--- config.mk ---
export PLATFORM = sky130hd
export DESIGN_NAME = demux_fifo_n_flat
export DESIGN_NICKNAME = d
export VERILOG_FILES = /design/src/rtl/demux_fifo_n_pkg.sv /design/src/rtl/demux_fifo_n_if.sv /design/src/rtl/demux_fifo_n_sync_fifo.sv /design/src/rtl/demux_fifo_n.sv /design/src/flat_wrapper.sv
export SDC_FILE = /design/constraint.sdc
export NUM_CORES = 1
export LEC_CHECK = 0
export CAP_MARGIN = 40
export CORE_MARGIN = 8
export CORE_UTILIZATION = 40
export CTS_CLUSTER_DIAMETER = 120
export DETAILED_ROUTE_END_ITERATION = 16
export PLACE_DENSITY = 0.65
export REMOVE_ABC_BUFFERS = 1
export SLEW_MARGIN = 5
export SYNTH_ARGS = -nofsm -noshare
export SYNTH_HDL_FRONTEND = slang
export SYNTH_SLANG_ARGS = --single-unit
--- constraint.sdc ---
create_clock -name clk -period 3.2 [get_ports clk]
set_clock_uncertainty 0.1 [all_clocks]
set_input_delay 0.48 -clock clk [delete_from_list [all_inputs] [get_ports clk]]
set_output_delay 0.48 -clock clk [all_outputs]
set_load 0.01 [all_outputs]
--- src/rtl/demux_fifo_n_pkg.sv ---
// Shared constants and helpers for the 1-to-N demux with per-channel FIFOs.
// Latency: n/a (package only).
// Backpressure: n/a (package only).
package demux_pkg;

  // Distribution modes.
  localparam int MODE_SEL = 0;  // target comes from the sel input
  localparam int MODE_RR  = 1;  // target comes from the internal round-robin pointer

  // Low bit index of channel ch inside a flat bus of w-bit lanes.
  function automatic int chan_slice(input int ch, input int w);
    return ch * w;
  endfunction

endpackage

--- src/rtl/demux_fifo_n_if.sv ---
// Producer/consumer bus of the 1-to-N demux: one input stream, N output lanes.
// Latency: n/a (wires only).
// Backpressure: ready_in toward the producer, per-lane pop from the consumers.
interface demux_fifo_n_if #(
  parameter int DATA_W = 8,
  parameter int NCH    = 4,
  parameter int SEL_W  = $clog2(NCH)
);
  // Producer side
  logic [DATA_W-1:0]     data_in;
  logic                  valid_in;
  logic                  ready_in;
  logic [SEL_W-1:0]      sel;
  // Consumer side
  logic [NCH*DATA_W-1:0] data_out;
  logic [NCH-1:0]        valid_out;
  logic [NCH-1:0]        pop;
  logic [NCH-1:0]        full;
  // Status
  logic                  err_sel;
  logic [SEL_W-1:0]      rr_ptr;

  // Environment side: drives the stream and the pops.
  modport master (
    output data_in, valid_in, sel, pop,
    input  ready_in, data_out, valid_out, full, err_sel, rr_ptr
  );

  // Block side.
  modport slave (
    input  data_in, valid_in, sel, pop,
    output ready_in, data_out, valid_out, full, err_sel, rr_ptr
  );
endinterface

--- src/rtl/demux_fifo_n_sync_fifo.sv ---
// Single-clock first-word-fall-through FIFO; head word visible while non-empty, 0 when empty.
// Latency: 1 cycle from push to dout/!empty.
// Backpressure: push ignored when full (no bypass even with a same-cycle pop), pop ignored when empty.
module sync_fifo #(
  parameter int DATA_W = 8,
  parameter int DEPTH  = 4
) (
  input  logic              clk,
  input  logic              reset,
  input  logic              push,
  input  logic              pop,
  input  logic [DATA_W-1:0] din,
  output logic [DATA_W-1:0] dout,
  output logic              empty,
  output logic              full
);
  localparam int AW = $clog2(DEPTH);
  localparam int CW = AW + 1;

  logic [DATA_W-1:0] mem_q [DEPTH];
  logic [AW-1:0]     rd_ptr_q, rd_ptr_d;
  logic [AW-1:0]     wr_ptr_q, wr_ptr_d;
  logic [CW-1:0]     cnt_q, cnt_d;
  logic              push_ok;
  logic              pop_ok;

  // Status comes straight from the registered count, so full/empty move on the same edge as the access.
  assign empty   = (cnt_q == '0);
  assign full    = (cnt_q == CW'(DEPTH));
  assign push_ok = push && !full;
  assign pop_ok  = pop && !empty;
  assign dout    = empty ? '0 : mem_q[rd_ptr_q];

  // Next pointers and occupancy; pointers wrap naturally because DEPTH is a power of two.
  always_comb begin
    rd_ptr_d = rd_ptr_q + AW'(pop_ok);
    wr_ptr_d = wr_ptr_q + AW'(push_ok);
    cnt_d    = cnt_q + CW'(push_ok) - CW'(pop_ok);
  end

  // Pointer/count state; reset wins over any access in the same cycle.
  always_ff @(posedge clk) begin
    if (reset) begin
      rd_ptr_q <= '0;
      wr_ptr_q <= '0;
      cnt_q    <= '0;
    end else begin
      rd_ptr_q <= rd_ptr_d;
      wr_ptr_q <= wr_ptr_d;
      cnt_q    <= cnt_d;
    end
  end

  // Storage needs no reset: stale entries are masked by the count.
  always_ff @(posedge clk) begin
    if (!reset && push_ok) begin
      mem_q[wr_ptr_q] <= din;
    end
  end

endmodule

--- src/rtl/demux_fifo_n.sv ---
// 1-to-N demux steering a valid/ready byte stream into N FIFOs, by sel or round-robin.
// Latency: 1 cycle from accepted push to the word at the head of its lane.
// Backpressure: ready_in drops when the target lane is full; RR mode stalls rather than skipping a lane.
module demux_fifo_n
  import demux_pkg::*;
#(
  parameter int DATA_W = 8,
  parameter int NCH    = 4,
  parameter int DEPTH  = 4,
  parameter int MODE   = MODE_SEL
) (
  input logic           clk,
  input logic           reset,
  demux_fifo_n_if.slave bus
);
  localparam int SEL_W = $clog2(NCH);
  localparam int TW    = SEL_W + 1;

  logic [SEL_W-1:0]      tgt;
  logic                  tgt_ok;
  logic                  full_t;
  logic                  ready;
  logic                  push;
  logic [NCH-1:0]        push_vec;
  logic [NCH-1:0]        fifo_full;
  logic [NCH-1:0]        fifo_empty;
  logic [NCH*DATA_W-1:0] dout_flat;
  logic [SEL_W-1:0]      rr_ptr_q, rr_ptr_d;
  logic                  err_sel_q, err_sel_d;

  // Target lane: explicit selector or the round-robin pointer; only sel can be out of range.
  always_comb begin
    tgt    = (MODE == MODE_RR) ? rr_ptr_q : bus.sel;
    tgt_ok = ({1'b0, tgt} < TW'(NCH));
  end

  // Full flag of the target lane; depends only on sel/rr_ptr and registered state, never on valid_in or pop.
  always_comb begin
    full_t = 1'b0;
    for (int i = 0; i < NCH; i++) begin
      if (tgt == SEL_W'(i)) begin
        full_t = fifo_full[i];
      end
    end
  end

  // Handshake and push decode; an out-of-range word is accepted and dropped so the producer never hangs.
  always_comb begin
    ready    = !reset && (!tgt_ok || !full_t);
    push     = bus.valid_in && ready && tgt_ok;
    push_vec = '0;
    for (int i = 0; i < NCH; i++) begin
      push_vec[i] = push && (tgt == SEL_W'(i));
    end
  end

  // Round-robin pointer moves only on a real push; sticky error on any valid out-of-range selector.
  always_comb begin
    rr_ptr_d = rr_ptr_q;
    if ((MODE == MODE_RR) && push) begin
      rr_ptr_d = (rr_ptr_q == SEL_W'(NCH - 1)) ? '0 : rr_ptr_q + 1'b1;
    end
    err_sel_d = err_sel_q;
    if ((MODE == MODE_SEL) && bus.valid_in && !tgt_ok) begin
      err_sel_d = 1'b1;
    end
  end

  // Control registers.
  always_ff @(posedge clk) begin
    if (reset) begin
      rr_ptr_q  <= '0;
      err_sel_q <= 1'b0;
    end else begin
      rr_ptr_q  <= rr_ptr_d;
      err_sel_q <= err_sel_d;
    end
  end

  // One FIFO per output lane; each lane pops independently.
  for (genvar i = 0; i < NCH; i++) begin : g_ch
    sync_fifo #(
      .DATA_W (DATA_W),
      .DEPTH  (DEPTH)
    ) u_fifo (
      .clk   (clk),
      .reset (reset),
      .push  (push_vec[i]),
      .pop   (bus.pop[i]),
      .din   (bus.data_in),
      .dout  (dout_flat[chan_slice(i, DATA_W) +: DATA_W]),
      .empty (fifo_empty[i]),
      .full  (fifo_full[i])
    );
  end

  assign bus.ready_in  = ready;
  assign bus.data_out  = dout_flat;
  assign bus.valid_out = ~fifo_empty;
  assign bus.full      = fifo_full;
  assign bus.err_sel   = err_sel_q;
  assign bus.rr_ptr    = rr_ptr_q;

endmodule

--- src/flat_wrapper.sv ---
// flat-port wrapper written by rule: the top's interface ports become plain ports
module demux_fifo_n_flat import demux_pkg::*;
#(
  parameter int DATA_W = 8,
  parameter int NCH    = 4,
  parameter int DEPTH  = 4,
  parameter int MODE   = MODE_SEL
)
  (clk, reset, bus_data_in, bus_valid_in, bus_sel, bus_pop, bus_ready_in, bus_data_out, bus_valid_out, bus_full, bus_err_sel, bus_rr_ptr);
  demux_fifo_n_if #(.DATA_W(DATA_W), .NCH(NCH)) bus_i ();
  input logic clk;
  input logic reset;
  input wire logic [$bits(bus_i.data_in)-1:0] bus_data_in;
  input wire logic [$bits(bus_i.valid_in)-1:0] bus_valid_in;
  input wire logic [$bits(bus_i.sel)-1:0] bus_sel;
  input wire logic [$bits(bus_i.pop)-1:0] bus_pop;
  output wire logic [$bits(bus_i.ready_in)-1:0] bus_ready_in;
  output wire logic [$bits(bus_i.data_out)-1:0] bus_data_out;
  output wire logic [$bits(bus_i.valid_out)-1:0] bus_valid_out;
  output wire logic [$bits(bus_i.full)-1:0] bus_full;
  output wire logic [$bits(bus_i.err_sel)-1:0] bus_err_sel;
  output wire logic [$bits(bus_i.rr_ptr)-1:0] bus_rr_ptr;
  assign bus_i.data_in = bus_data_in;
  assign bus_i.valid_in = bus_valid_in;
  assign bus_i.sel = bus_sel;
  assign bus_i.pop = bus_pop;
  assign bus_ready_in = bus_i.ready_in;
  assign bus_data_out = bus_i.data_out;
  assign bus_valid_out = bus_i.valid_out;
  assign bus_full = bus_i.full;
  assign bus_err_sel = bus_i.err_sel;
  assign bus_rr_ptr = bus_i.rr_ptr;
  demux_fifo_n #(.DATA_W(DATA_W), .NCH(NCH), .DEPTH(DEPTH), .MODE(MODE)) u_core (.clk(clk), .reset(reset), .bus(bus_i));
endmodule
-- Word-level counts from Yosys, hierarchy flattened
Memory sizes are Yosys's and may differ from the RTL's. A register that Yosys moved wholly into a read port is not among the register bits.
Index checks and enable logic that the tools add are counted.
- bits in writable memories: 128
- word-level logic and storage cells: 93
- output and inout bits: 44
- flip-flop bits (word level): 28
- memories: 4
- input port bits: 17
- $add $sub $neg: 16
- equality and inequality tests: 7
- mux-type cells: 20
- reductions and logical operators: 33
- bitwise gates (word level): 1
- memories (name ; depth ; width ; rd ports ; clocked after memory_dff ; write ports ; RTL line ; source):
    u_core.g_ch[0].u_fifo.mem_q ; 4 ; 8 ; 1 ; 1 ; 1 ; demux_fifo_n_sync_fifo.sv:20 ; logic [DATA_W-1:0] mem_q [DEPTH];
    u_core.g_ch[1].u_fifo.mem_q ; 4 ; 8 ; 1 ; 1 ; 1 ; demux_fifo_n_sync_fifo.sv:20 ;
    u_core.g_ch[2].u_fifo.mem_q ; 4 ; 8 ; 1 ; 1 ; 1 ; demux_fifo_n_sync_fifo.sv:20 ;
    u_core.g_ch[3].u_fifo.mem_q ; 4 ; 8 ; 1 ; 1 ; 1 ; demux_fifo_n_sync_fifo.sv:20 ;
- operator list (kind ; count):
    $mux 8 ; 4
    $logic_and 1x1->1 ; 18
    $add 2x1->2 ; 8
    $add 3x1->3 ; 4
    $eq 3x3->1 const B ; 4
    $logic_not 3->1 ; 4
    $mux 1 ; 12
    $sub 3x1->3 ; 4
    $logic_not 1->1 ; 10
    $mux 2 ; 4
    $eq 2x2->1 const B ; 2
    $not 4->4 ; 1
    $eq 2x1->1 const B ; 1
    $logic_not 2->1 ; 1

-- Logic depth before layout (Yosys ltp)
Gate-level depths: netlist of the first run.
- word-level depth: 13
- mapped depth: 11
- mapped depth without buffers: 11

-- Modules after synthesis
A second synthesis of the first run with hierarchy kept.
- cells, all modules: 376
- area, all modules: 6662.6 µm²
- modules (own cells, without submodules) (module ; instances ; seq. area each (µm²) ; area an instance (µm²) ; cells an instance):
    sync_fifo (u_core.g_ch[0].u_fifo ...) ; 3 ; 1101.1 ; 1642.8 ; 90
    sync_fifo (u_core.g_ch[1].u_fifo) ; 1 ; 1101.1 ; 1625.3 ; 90
    demux_fifo_n ; 1 ; 0.0 ; 108.9 ; 16

-- Worst setup path before layout of the first run
OpenSTA, ideal clock, no wires.
- path type: input -> register
- start: input port reset
- end: register u_core.g_ch[1].u_fifo.cnt_q[2]
- stages on the path: 10
- data required time: 2.972 ns
- setup slack: 0.484 ns
- buffers on the path: 1
- arrival time: 2.489 ns
- library setup time: 0.128 ns
- cells stage by stage: nand2b_1 -> or4b_1 -> buf_6 -> ha_1 -> inv_1 -> ha_1 -> fa_1 -> xnor2_1 -> xnor2_1 -> nor2_1
- cells in the longest elaborated chain, start to end: 7
- ends and longest elaborated chain (what ; RTL line ; source):
    start, declared ; flat_wrapper.sv:12 ; input logic reset;
    $logic_not 1->1 ; demux_fifo_n.sv:49 ; ready = !reset && (!tgt_ok || !full_t);
    $logic_and 1x1->1 ; demux_fifo_n.sv:49 ;
    $logic_and 1x1->1 ; demux_fifo_n.sv:50 ; push = bus.valid_in && ready && tgt_ok;
    $logic_and 1x1->1 ; demux_fifo_n.sv:53 ; push_vec[i] = push && (tgt == SEL_W'(i));
    $logic_and 1x1->1 ; demux_fifo_n_sync_fifo.sv:30 ; assign push_ok = push && !full;
    $add 3x1->3 ; demux_fifo_n_sync_fifo.sv:38 ; cnt_d = cnt_q + CW'(push_ok) - CW'(pop_ok);
    $sub 3x1->3 ; demux_fifo_n_sync_fifo.sv:38 ;
    end signal, assigned ; demux_fifo_n_sync_fifo.sv:50 ; cnt_q <= cnt_d;
    end, declared ; demux_fifo_n_sync_fifo.sv:23 ; logic [CW-1:0] cnt_q, cnt_d;
Several ways; a longest one is shown, not always the timed one.
A chain may end at the register's enable or synchronous reset.

-- Final worst setup path of the first run
- start: input port reset
- end: output port bus_ready_in
- cells in the longest elaborated chain, start to end: 2
- ends and longest elaborated chain (what ; RTL line ; source):
    $logic_not 1->1 ; demux_fifo_n.sv:49 ;
    $logic_and 1x1->1 ; demux_fifo_n.sv:49 ;
    end, declared ; flat_wrapper.sv:17 ; output wire logic [$bits(bus_i.ready_in)-1:0] bus_ready_in;
Every way passes these cells.

==> run metrics, run 1 <==
status=finished, final reports clean; FF-to-FF End=u_core.g_ch[0].u_fifo.cnt_q[2]; adder-cell share of the synthesized area=0.04413; pin count of the biggest net entering global routing=31; crit path DAT=2330 ps; Rel. slew slack=0.5018; synth top area cells=edfxtp_1 61%, mux4_2 11%, dfxtp_1 8.8%; Initial Utilization=0.4042; drt wl/cell=17.80 µm; CTS tree=built; Global Route Usage Sum=0.1268; cts bufs inserted=17; compound-gate portion of the synthesized area=0.003743; max cap viols=0; via count of the routed design=3,225; Final min period=2913 ps; Post-synth EDFFs=128; Finished Layout Cells=~670; Clock Latency Late Sink=420 ps; via/cell ratio=4.792; core area=15,710 µm²; CP Class=in2out; Pleak=2.697 nW; vias in the first global route=3,523; ratio of cells with drive above 1 in the final layout=0.1860; Crit-path slowest cell=clkdlybuf4s50_1; fmax=between 300 and 400 MHz; CP startpoint kind=primary input; met2 Track Usage GR=0.2147; Post-Syn Area=6351 µm²; Yosys cell types=29; CP max stage delay=580 ps; Slew Limit Fails=0; reg2reg setup slack=400 ps; register area share after synthesis=0.6935; Period Utilization, post-route=0.9102; Syn Inst Count=364; htree depth=4; Pwr Total=between 6 and 7 mW; Post-route DRC=0; DP HPWL=7984 µm; leading area contributor after synthesis=edfxtp_1; Routed WL=between 10,000 and 15,000 µm; Chip Width=approximately 140 µm; CP max FO=30; RSZ-0062 raised after global routing=no; CTS Buffer Depth=2; simple-gate share of the synthesized area=0.09653; Most Crowded Layer GR=met2; Synth Area per Inst=17.45 µm²; Post-CTS Resized=0; cells on worst reg2reg path=12; hold buffers post-CTS=0; met1 usage=0.1469; top_reg_cell synth=edfxtp_1; register bit total from synthesis=156; I/O Buffers=between 50 and 60; Hold WC Path Type=reg2reg; YS warnings=0; CTS Root Cell=clkbuf_16; Layout area overhead=23.90%; first-pass GRT wire length=approximately 19,000 µm; ys async rst share=0; mux contribution to synthesized area=0.1135; postcts setup bufs=0; final hold violations=0; PwrDens=811.5 nW/µm²; crit end category=output port; Final ANT Viol Nets=0; sinks on the clock net=156; Worst Max-Slew Pin Slew=744.9 ps; GPL Wtd Cong=0.6869; fill cell count=around 1,300; die area=20,170 µm²; Finish-stage setup viols=0; largest family of logic cells by synthesized area=multiplexers; CP Launch Point=reset; First DRT Iteration DRCs=230; Rows=46; Worst Path Required=2620 ps; diodes inserted=0; Synth Area in XOR/XNOR=0.01931; most used cell, CP=clkdlybuf4s50_1; die height=between 100 and 150 µm; met3 GRT Util=0.03355; worst path cell trace=clkdlybuf4s50_1, buf_4, a211o_1, o22ai_1, clkdlybuf4s50_1; # IOs=61; origin of the critical flop-to-flop path=u_core.g_ch[0].u_fifo.cnt_q[2]; post-synth top area share=0.6052; nets@finish=481; total congestion overflow=0; Max VDD drop=~310 µV; DRT Pass-1 Iters=4; Placed Cells=about 640; crit path to=bus_ready_in; antenna violations before repair=0; clk slew on worst S/H paths=50 ps
[flip-flops by register name, summed over array words and instances (netlist names)]
register	count
u_core.g_ch.u_fifo.wr_ptr_q	8
u_core.g_ch.u_fifo.mem_q	128
u_core.g_ch.u_fifo.cnt_q	12
u_core.g_ch.u_fifo.rd_ptr_q	8
[kinds of logic (layout without fill, tap and decap cells)]
group	Yosys count	after routing
buf+inv	38	129
other cells	1	3
flops	156	156
xor+xnor	14	14
fa+ha+maj	20	20
compound gates	3	3
simple gates	100	100
mux	32	32
[per-layer routing]
metal | routed length (µm) | share of wire
met1 | 5008 | 0.42
met2 | 6118 | 0.51
met3 | 649 | 0.054
met5 | 0 | 0
met4 | 201 | 0.017
[layout by cell type (no fill, tap or decap), types with 11 or more instances in the layout]
| cell type | Yosys | routed |
|---|---|---|
| edfxtp_1 | 128 | 128 |
| clkdlybuf4s50_1 | 0 | 57 |
| nor2b_1 | 51 | 51 |
| mux4_2 | 32 | 32 |
| dfxtp_1 | 28 | 28 |
| buf_4 | 7 | 22 |
| clkbuf_16 | 0 | 18 |
| inv_1 | 17 | 17 |
| ha_1 | 16 | 16 |
| nor2_1 | 14 | 14 |
| xnor2_1 | 12 | 12 |
| nor3_1 | 11 | 11 |
[synth_stat cells (all sizes together) (2+ instances only)]
library cell / instances
nor3b: 12
buf: 12
clkbuf: 8
nor3: 11
inv: 17
xor2: 2
nor2b: 51
and2: 2
xnor2: 12
nor2: 14
fa: 4
ha: 16
edfxtp: 128
mux4: 32
dfxtp: 28
and3: 4
nand2b: 2
[per-stage QoR]
step	cell area (µm²)	util	worst slack (ps)	hold slack, ps	TNS, ps
floorplan	6245	-	480.7	396.7	0
global placement	7251	0.4615	-95.57	414.5	-126.1
detailed placement	7251	0.4615	-176.7	445.6	-364.1
CTS	7869	0.5008	208.9	459.3	0
global route	7869	0.5008	114.7	472.7	0
finish	7869	0.5008	287.4	457.1	0
[worst min-delay path by stage]
stage                                 startpoint                           endpoint  slack, ps  depth (start not counted)
2_1_floorplan     u_core.g_ch[1].u_fifo.cnt_q[2]     u_core.g_ch[1].u_fifo.cnt_q[2]        400                          2
3_3_place_gp      u_core.g_ch[1].u_fifo.cnt_q[2]     u_core.g_ch[1].u_fifo.cnt_q[2]        410                          2
3_5_place_dp   u_core.g_ch[2].u_fifo.wr_ptr_q[1]  u_core.g_ch[2].u_fifo.wr_ptr_q[1]        450                          2
4_1_cts        u_core.g_ch[2].u_fifo.wr_ptr_q[1]  u_core.g_ch[2].u_fifo.wr_ptr_q[1]        460                          2
5_1_grt        u_core.g_ch[2].u_fifo.wr_ptr_q[1]  u_core.g_ch[2].u_fifo.wr_ptr_q[1]        470                          2
6_report       u_core.g_ch[2].u_fifo.wr_ptr_q[1]  u_core.g_ch[2].u_fifo.wr_ptr_q[1]        460                          2
[worst max-delay path, delay by kind of cell]
kind | cells | cell delay [ps]
compound gates | 2 | 500
buf+inv | 3 | 1340
[report_power, final]
group	internal, mW	switching (mW)
logic	1.07	0.729
registers	2.31	0.209
clock network	1.34	0.733
total	4.72	1.67
[cell type report]
type	instances	area, µm²	share of cell area
sequential	156	4404	0.5597
multi-input combinational	172	1772	0.2252
clock inverter	5	103.9	0.01320
tap	216	270.3	0.03435
inverter	18	68.82	0.008745
clock buffer	27	514.2	0.06535
timing repair buffer	79	735.7	0.09350
No activity file was read; power rests on OpenSTA's default activity.
==> run 2, diff against run 1 <==
--- a/config.mk
+++ b/config.mk
@@ -9,6 +9,7 @@
 export CORE_MARGIN = 8
 export CORE_UTILIZATION = 40
 export CTS_CLUSTER_DIAMETER = 120
+export CTS_CLUSTER_SIZE = 10
 export DETAILED_ROUTE_END_ITERATION = 16
 export PLACE_DENSITY = 0.65
 export REMOVE_ABC_BUFFERS = 1
==> constraint.sdc (replaced) <==
create_clock -name clk -period 2.8 [get_ports clk]
set_clock_uncertainty 0.1 [all_clocks]
set_input_delay 0.42 -clock clk [delete_from_list [all_inputs] [get_ports clk]]
set_output_delay 0.42 -clock clk [all_outputs]
set_load 0.01 [all_outputs]
==> run metrics, run 2 (synthesis gave the netlist of run 1 again) <==
CTS Root Cell=clkbuf_16; max cap viols=0; Reg power frac=0.382; Final min period=approximately 2700 ps; Max VDD drop=348.5 µV; CTS Buffer Depth=2; pin count of the biggest net entering global routing=31; Clock Latency Late Sink=420 ps; cts bufs inserted=17; biggest regs=u_core.g_ch.u_fifo.mem_q (128), u_core.g_ch.u_fifo.cnt_q (12); die area=20,170 µm²; vias in the first global route=3,448; Global Route Usage Sum=0.1287; Post-route DRC=0; I/O Buffers=between 50 and 60; Finish-stage setup viols=0; First DRT Iteration DRCs=186; hold buffers post-CTS=0; Logic pwr share=0.302; Most Crowded Layer GR=met2; met3 GRT Util=0.04327; crit path DAT=2210 ps; fmax=365.7 MHz; GPL Wtd Cong=0.6842; final hold violations=0; fill cell count=1,283; PwrDens=slightly above 900 nW/µm²; status=finished, final reports clean; CTS tree=built; most frequent cells in the layout=128 x edfxtp_1, 56 x clkdlybuf4s50_1, 51 x nor2b_1; commonest non-fill, non-tap cell in the layout=edfxtp_1; DRT Pass-1 Iters=4; Top reg by flops=u_core.g_ch.u_fifo.mem_q; Psw=1.934 mW; die height=142.0 µm; hold slack final=472.6 ps; RSZ-0062 raised after global routing=no; Hold WC Path Type=reg2reg; DP HPWL=8225 µm; Worst Max-Slew Pin Slew=726.0 ps; # IOs=61; switch share=0.2652; setup TNS=0 ps; Worst Path Required=2280 ps; via/cell ratio=4.790; via count of the routed design=3,291; first-pass GRT wire length=about 19,000 µm; diodes inserted=0; Int Pwr=5.357 mW; antenna violations before repair=0; Pleak=2.769 nW; CP max FO=6; drt wl/cell=approximately 18 µm; max reg flops=about 130; ratio of cells with drive above 1 in the final layout=0.2208; Routed WL=~12,000 µm; Clock power frac=0.316; Placed Cells=~660; Layout area overhead=25.61%; nets@finish=495; Final ANT Viol Nets=0; clk slew on worst S/H paths=50 ps; Pwr Total=7.291 mW; met2 Track Usage GR=0.2134; sinks on the clock net=approximately 160; Rel. slew slack=0.5145; crit end category=output port; Finished Layout Cells=just under 700; CP Class=in2out; Chip Width=142.0 µm; Rows=46; total congestion overflow=0; Period Utilization, post-route=0.9766; core area=15,710 µm²; Slew Limit Fails=0; CP startpoint kind=primary input; met1 usage=0.1538; htree depth=4; Initial Utilization=0.4042
==> run 2: critical path, stage by stage <==
cell and delay [ps]:
clkdlybuf4s50_1 500, nand2b_1 210, buf_4 130, o22a_1 190, o22ai_1 180, clkdlybuf4s50_1 580
==> run 2: through the flow <==
stage,instance area [µm²],worst slack (ps),utilization
after CTS,7978,64.02,0.5077
after floorplan,6245,140.7,-
after global placement,7356,-461.8,0.4681
after global routing,7978,18.85,0.5077
final,7978,65.60,0.5077
after detailed placement,7356,-521.4,0.4681
==> run 2: area by class of cell <==
class / count / area, µm² / area share
Multi-Input combinational cell: 172 / 1783 / 0.2235
Timing Repair Buffer: 93 / 847.1 / 0.1062
Clock buffer: 26 / 520.5 / 0.06524
Clock inverter: 6 / 82.58 / 0.01035
Tap cell: 216 / 270.3 / 0.03388
Sequential cell: 156 / 4405 / 0.5522
Inverter: 18 / 68.82 / 0.008626
==> run 2: what timing repair did <==
action,CTS,global route
endpoints found under the setup margin,6,0
resized for setup,6,0
buffers inserted,0,0
==> run 2: worst paths after layout <==
kind         slack [ps]                                end  cells after the start                         startpoint
max                  70                       bus_ready_in                      6                         bus_sel[0]
min                 470  u_core.g_ch[2].u_fifo.wr_ptr_q[1]                      2  u_core.g_ch[2].u_fifo.wr_ptr_q[1]
max reg2reg         210     u_core.g_ch[1].u_fifo.cnt_q[2]                      9     u_core.g_ch[1].u_fifo.cnt_q[2]
min reg2reg         470  u_core.g_ch[2].u_fifo.wr_ptr_q[1]                      2  u_core.g_ch[2].u_fifo.wr_ptr_q[1]
==> run 2: layer usage <==
| layer | up-vias | wire length (µm) |
|---|---|---|
| met4 | 0 | 114 |
| li1 | 1541 | - |
| met3 | 10 | 786 |
| met2 | 79 | 6236 |
| met1 | 1661 | 5296 |
| met5 | - | 0 |
==> run 2: power groups by stage <==
stage,Sequential (mW),Combinational (mW),Clock (mW)
6_report,2.79,2.20,2.30
5_1_grt,2.81,2.43,2.43
4_1_cts,2.79,2.27,2.34
3_5_place_dp,2.83,2.25,0
3_3_place_gp,2.82,2.21,0
2_1_floorplan,2.87,1.11,0
